## config.mk

```make
export PLATFORM = sky130hd
export DESIGN_NAME = reg_file_dump_reader_flat
export DESIGN_NICKNAME = d
export VERILOG_FILES = /design/src/rtl/reg_file_dump_reader_if.sv /design/src/rtl/reg_file_dump_reader.sv /design/src/flat_wrapper.sv
export SDC_FILE = /design/constraint.sdc
export NUM_CORES = 1
export LEC_CHECK = 0
export ABC_AREA = 1
export CAP_MARGIN = 20
export CORE_MARGIN = 1.5
export CORE_UTILIZATION = 41
export CTS_CLUSTER_SIZE = 28
export DETAILED_ROUTE_END_ITERATION = 10
export PLACE_DENSITY = 0.76
export SLEW_MARGIN = 5
export SYNTH_ARGS = -nofsm -noshare
export SYNTH_HDL_FRONTEND = slang
export SYNTH_SLANG_ARGS = --single-unit
export TNS_END_PERCENT = 1
```

## constraint.sdc

```tcl
create_clock -name clk -period 2.8 [get_ports clk]
set_clock_uncertainty 0.15 [all_clocks]
set_input_delay 0.56 -clock clk [delete_from_list [all_inputs] [get_ports clk]]
set_output_delay 0.56 -clock clk [all_outputs]
set_load 0.005 [all_outputs]
```

## src/rtl/reg_file_dump_reader_if.sv

```systemverilog
// Signal bundle between the dump reader, the register-file read port 1 and the
// downstream valid/ready sink.
interface reg_file_dump_reader_if #(
    parameter int ADDR_W = 5,
    parameter int DATA_W = 32
);
    logic              start;
    logic              busy;
    logic              done;
    logic [ADDR_W-1:0] rf_ra;
    logic [DATA_W-1:0] rf_rd;
    logic              out_valid;
    logic              out_ready;
    logic [ADDR_W-1:0] out_addr;
    logic [DATA_W-1:0] out_data;
    logic [DATA_W-1:0] checksum;

    modport master (
        input  start, rf_rd, out_ready,
        output busy, done, rf_ra, out_valid, out_addr, out_data, checksum
    );

    modport slave (
        output start, rf_rd, out_ready,
        input  busy, done, rf_ra, out_valid, out_addr, out_data, checksum
    );
endinterface

```

## src/rtl/reg_file_dump_reader.sv

```systemverilog
// Walks Register_File read port 1 from FIRST_ADDR to LAST_ADDR and streams each
// (address, data) pair out on a valid/ready port with a running XOR checksum.
module reg_file_dump_reader #(
    parameter int ADDR_W     = 5,
    parameter int DATA_W     = 32,
    parameter int FIRST_ADDR = 0,
    parameter int LAST_ADDR  = 31
) (
    input  logic                   clk,
    input  logic                   rst,
    reg_file_dump_reader_if.master bus
);
    typedef enum logic [1:0] {IDLE, READ, HOLD, DONE} state_t;

    localparam logic [ADDR_W-1:0] FIRST = ADDR_W'(FIRST_ADDR);
    localparam logic [ADDR_W-1:0] LAST  = ADDR_W'(LAST_ADDR);

    state_t            state_q, state_d;
    logic [ADDR_W-1:0] ptr_q, ptr_d;
    logic [ADDR_W-1:0] out_addr_q, out_addr_d;
    logic [DATA_W-1:0] out_data_q, out_data_d;
    logic [DATA_W-1:0] checksum_q, checksum_d;
    logic              out_valid_q, out_valid_d;
    logic              done_q, done_d;
    logic              accept;
    logic              at_last;

    assign accept  = out_valid_q && bus.out_ready;
    assign at_last = (ptr_q == LAST);

    always_ff @(posedge clk or posedge rst) begin
        if (rst) begin
            state_q     <= IDLE;
            ptr_q       <= FIRST;
            out_addr_q  <= '0;
            out_data_q  <= '0;
            checksum_q  <= '0;
            out_valid_q <= 1'b0;
            done_q      <= 1'b0;
        end else begin
            state_q     <= state_d;
            ptr_q       <= ptr_d;
            out_addr_q  <= out_addr_d;
            out_data_q  <= out_data_d;
            checksum_q  <= checksum_d;
            out_valid_q <= out_valid_d;
            done_q      <= done_d;
        end
    end

    // start is only honoured from IDLE, so a pulse mid-dump cannot restart the walk
    always_comb begin
        state_d = state_q;
        case (state_q)
            IDLE:    if (bus.start) state_d = READ;
            READ:    state_d = HOLD;
            HOLD:    if (accept) state_d = at_last ? DONE : READ;
            DONE:    state_d = IDLE;
            default: state_d = IDLE;
        endcase
    end

    always_comb begin
        ptr_d       = ptr_q;
        out_addr_d  = out_addr_q;
        out_data_d  = out_data_q;
        checksum_d  = checksum_q;
        out_valid_d = out_valid_q;
        done_d      = 1'b0;
        case (state_q)
            IDLE: begin
                if (bus.start) begin
                    ptr_d      = FIRST;
                    checksum_d = '0;
                end
            end
            READ: begin
                out_data_d  = bus.rf_rd;
                out_addr_d  = ptr_q;
                checksum_d  = checksum_q ^ bus.rf_rd;
                out_valid_d = 1'b1;
            end
            HOLD: begin
                if (accept) begin
                    out_valid_d = 1'b0;
                    // ptr stops at LAST so it never wraps past the end of the range
                    if (at_last) done_d = 1'b1;
                    else         ptr_d  = ptr_q + ADDR_W'(1);
                end
            end
            default: ;
        endcase
    end

    assign bus.busy      = (state_q == READ) || (state_q == HOLD);
    assign bus.done      = done_q;
    assign bus.rf_ra     = ptr_q;
    assign bus.out_valid = out_valid_q;
    assign bus.out_addr  = out_addr_q;
    assign bus.out_data  = out_data_q;
    assign bus.checksum  = checksum_q;
endmodule
```

## src/flat_wrapper.sv

```systemverilog
// flat-port wrapper written by rule: the top's interface ports become plain ports
module reg_file_dump_reader_flat 
#(
    parameter int ADDR_W     = 5,
    parameter int DATA_W     = 32,
    parameter int FIRST_ADDR = 0,
    parameter int LAST_ADDR  = 31
)
  (clk, rst, bus_start, bus_rf_rd, bus_out_ready, bus_busy, bus_done, bus_rf_ra, bus_out_valid, bus_out_addr, bus_out_data, bus_checksum);
  reg_file_dump_reader_if #(.ADDR_W(ADDR_W), .DATA_W(DATA_W)) bus_i ();
  input  logic clk;
  input  logic rst;
  input wire logic [$bits(bus_i.start)-1:0] bus_start;
  input wire logic [$bits(bus_i.rf_rd)-1:0] bus_rf_rd;
  input wire logic [$bits(bus_i.out_ready)-1:0] bus_out_ready;
  output wire logic [$bits(bus_i.busy)-1:0] bus_busy;
  output wire logic [$bits(bus_i.done)-1:0] bus_done;
  output wire logic [$bits(bus_i.rf_ra)-1:0] bus_rf_ra;
  output wire logic [$bits(bus_i.out_valid)-1:0] bus_out_valid;
  output wire logic [$bits(bus_i.out_addr)-1:0] bus_out_addr;
  output wire logic [$bits(bus_i.out_data)-1:0] bus_out_data;
  output wire logic [$bits(bus_i.checksum)-1:0] bus_checksum;
  assign bus_i.start = bus_start;
  assign bus_i.rf_rd = bus_rf_rd;
  assign bus_i.out_ready = bus_out_ready;
  assign bus_busy = bus_i.busy;
  assign bus_done = bus_i.done;
  assign bus_rf_ra = bus_i.rf_ra;
  assign bus_out_valid = bus_i.out_valid;
  assign bus_out_addr = bus_i.out_addr;
  assign bus_out_data = bus_i.out_data;
  assign bus_checksum = bus_i.checksum;
  reg_file_dump_reader #(.ADDR_W(ADDR_W), .DATA_W(DATA_W), .FIRST_ADDR(FIRST_ADDR), .LAST_ADDR(LAST_ADDR)) u_core (.clk(clk), .rst(rst), .bus(bus_i));
endmodule
```

==> metrics.csv <==
stage,metric,value,unit
run_status,status,finished clean,
placement,HPWL Detailed,5352,um
synthesis,xor and xnor area share after synthesis,0.2629,%
global_routing,initial antenna violation count,0,
timing,max_slew headroom,46.64,%
synthesis,top cell type's share of synthesized area,58.58,%
die,die footprint,8677,um2
placement,placed cell areas,4553,um2
clocking,Num CTS Buffers,9,
timing,TNS Setup,0,ps
detailed_routing,average wire per standard cell,12.68,um
synthesis,complex-gate fraction of the synthesized area,6.572,%
min_path,Hold Path Stages,2,
clocking,post-CTS setup buffer count,0,
final_layout,final instance area,4730,um2
global_routing,global-route usage over all layers,18.43,%
detailed_routing,Total Routed Length,7723,um
global_routing,largest net degree at the start of global routing,40,
final_layout,fraction of layout cells with a size suffix above 1,4.931,%
detailed_routing,DRC viols,0,
clocking,clk root buf,clkbuf_8,
synthesis,synth unique cells,17,
synthesis,Post-Synth Adder-Cell Area,2.253,%
clocking,H-tree depth,3,
global_routing,first-pass GRT wire length,12520,um
detailed_routing,DR iter-0 viols,98,
final_layout,Nets,546,
synthesis,Post-Syn Area,3332,um2
detailed_routing,TritonRoute pass-1 iters,4,
clocking,clk buf depth,2,
critical_path,CP Launch Type,flop,
timing,Tmin final,2316,ps
final_layout,fill count,672,
timing,Slew @ Worst Pin,797.4,ps
synthesis,largest area contributor in the netlist,dfrtp_1,
final_layout,Storage cell area,1952,um2
timing,final setup vio count,0,
detailed_routing,ANT nets after route,0,
min_path,worst min-delay path class,flop to flop,
power,total power,5.340,mW
timing,RSZ-0062 raised after global routing,no,
detailed_routing,vias per cell,4.839,
placement,Placer Congestion,0.7994,
synthesis,Seq cells post-synth,78,
synthesis,mux cell area share after synthesis,0,%
flow_run,max_cap viols,0,
timing,maximum clock frequency,431.9,MHz
timing,final hold slack,320.2,ps
critical_path,crit path max fanout,4,
min_path,Worst Hold Launch,u_core.bus.out_data[27],
placement,Port Buffers,112,
clocking,# hold bufs at CTS,0,
clocking,Sinks on Clock Net,78,
final_layout,Finished Core Util,60.58,%
detailed_routing,vias post-DR,2947,
final_layout,area grow syn2layout,41.95,%
timing,Hold Fails Final Rpt,0,
critical_path,Reg2Reg Depth,7,
critical_path,reg-to-reg endpoint,u_core.bus.checksum[16],
power,VDD IR max,1.172,mV
die,row count,32,
clocking,CTS tree,done,
clocking,Skew-Pair Late Insertion Delay,330,ps
final_layout,Inserted Diodes,0,
synthesis,simple logic cell fraction of the synthesized area,27.71,%
global_routing,gr ovfl total,0,
final_layout,Multi-input gate area,1234,um2
synthesis,"Net Count, Synth",433,
critical_path,"Arr. time, crit path",1610,ps
timing,fin. max-slew vios,0,
power,PwrDens,1129,nW/um2
critical_path,worst r2r src,u_core.state_q[1],
timing,fin crit share,82.70,%
synthesis,Synth Area per Inst,8.522,um2
die,core area,7807,um2
clocking,Resized cells post-CTS,0,
die,chip height,93.15,um
min_path,hold endpoint,u_core.bus.out_data[27],
synthesis,main combinational cell family by area after synthesis,simple AND/OR/NAND/NOR gates,
power,Static Leak,2.315,nW
synthesis,synthesized netlist cell count,391,
synthesis,Synth Warn #,0,
critical_path,reg2reg setup slack,550,ps
critical_path,WP data required,2090,ps
die,Die Width,93.15,um
synthesis,sequential-to-total area share from yosys stat,58.58,%
critical_path,Worst setup EP type,output port,
synthesis,synth top area cells,"dfrtp_1 (59%), nand2_1 (18%), nand3_1 (5.3%)",
die,Ports,113,
clocking,clk slew on worst S/H paths,70,ps
die,Initial Utilization,42.68,%
critical_path,Setup CP Type,flop to output port,
global_routing,number of global-route vias before repair,2646,
placed cells by master, fill, tap and decap left out:
master | netlist | final
bufinv_16 | 0 | 1
clkinv_2 | 0 | 4
dfrtp_1 | 78 | 78
buf_4 | 6 | 7
inv_1 | 11 | 10
buf_12 | 0 | 1
clkinvlp_4 | 0 | 1
o21ai_4 | 0 | 1
xnor2_1 | 1 | 1
clkbuf_8 | 0 | 9
nand4_1 | 2 | 2
nand3_1 | 35 | 35
a21oi_1 | 32 | 32
o21ai_0 | 10 | 10
inv_2 | 1 | 1
nand2_1 | 162 | 162
clkdlybuf4s50_1 | 0 | 112
ha_1 | 6 | 6
nor2_1 | 34 | 34
through the flow:
| stage | instances | setup WS [ps] |
|---|---|---|
| floorplan | 391 | 94.97 |
| global placement | 595 | 608.1 |
| detailed placement | 595 | 542.4 |
| CTS | 609 | 471.8 |
| global route | 609 | 362.9 |
| finish | 609 | 484.4 |
report_power, final:
| group | switching, mW | total, mW | internal [mW] | leakage [nW] |
|---|---|---|---|---|
| sequential | 0.325 | 1.95 | 1.62 | 0.982 |
| combinational | 1.28 | 2.61 | 1.34 | 1.24 |
| clock | 0.384 | 0.782 | 0.397 | 0.0907 |
| total | 1.99 | 5.34 | 3.35 | 2.32 |
state kept, by name, indices dropped and copies added (netlist names):
signal and cells:
u_core.bus.checksum 32, u_core.bus.out_data 32, u_core.state_q 2, u_core.bus.out_valid 1
u_core.bus.out_addr 5, u_core.bus.rf_ra 5, u_core.bus.done 1
worst max-delay path, stage by stage, from the launching register on:
cell,delay [ps]
dfrtp_1,390
inv_1,100
ha_1,280
clkdlybuf4s50_1,490
kinds of logic after synthesis:
group	Yosys count
buf+inv	30
xor+xnor	1
flops	78
compound gates	43
fa+ha+maj	6
simple gates	233
layer usage:
layer / vias up / track usage [%] / share of wire [%]
li1: 1475 / - / -
met1: 1367 / 24.34 / 45
met2: 100 / 29.08 / 46
met3: 5 / 6.260 / 7.5
met4: 0 / 4.798 / 0.57
met5: - / 0 / 0
final cells by class:
cell class	instances	share of cell area (%)
multi-input cells	283	26.08
repair buffers	120	25.24
clock inverters	5	1.111
flip-flops and latches	78	41.27
clock buffers	9	2.619
well taps	102	2.698
inverters	12	0.9788
cells in the mapped netlist:
library cell,n
ha_1,6
a21oi_1,32
inv_1,11
dfrtp_1,78
nand3_1,35
nand2_1,162
buf_6,1
buf_1,1
xnor2_1,1
clkbuf_1,1
nand4_1,2
buf_4,6
buf_2,9
o21ai_0,10
nor2_1,34
o21ai_2,1
inv_2,1
how the worst max path moves through the flow:
stage                                    to               from  cells after the start
finish                             bus_busy  u_core.state_q[1]                      3
global route        u_core.bus.checksum[16]  u_core.state_q[0]                      7
CTS                                bus_busy  u_core.state_q[1]                      3
detailed placement  u_core.bus.checksum[16]          bus_start                      7
global placement    u_core.bus.checksum[11]          bus_start                      7
floorplan            u_core.bus.checksum[0]                rst                      1
Note: power is estimated with default switching activity, not from simulation.
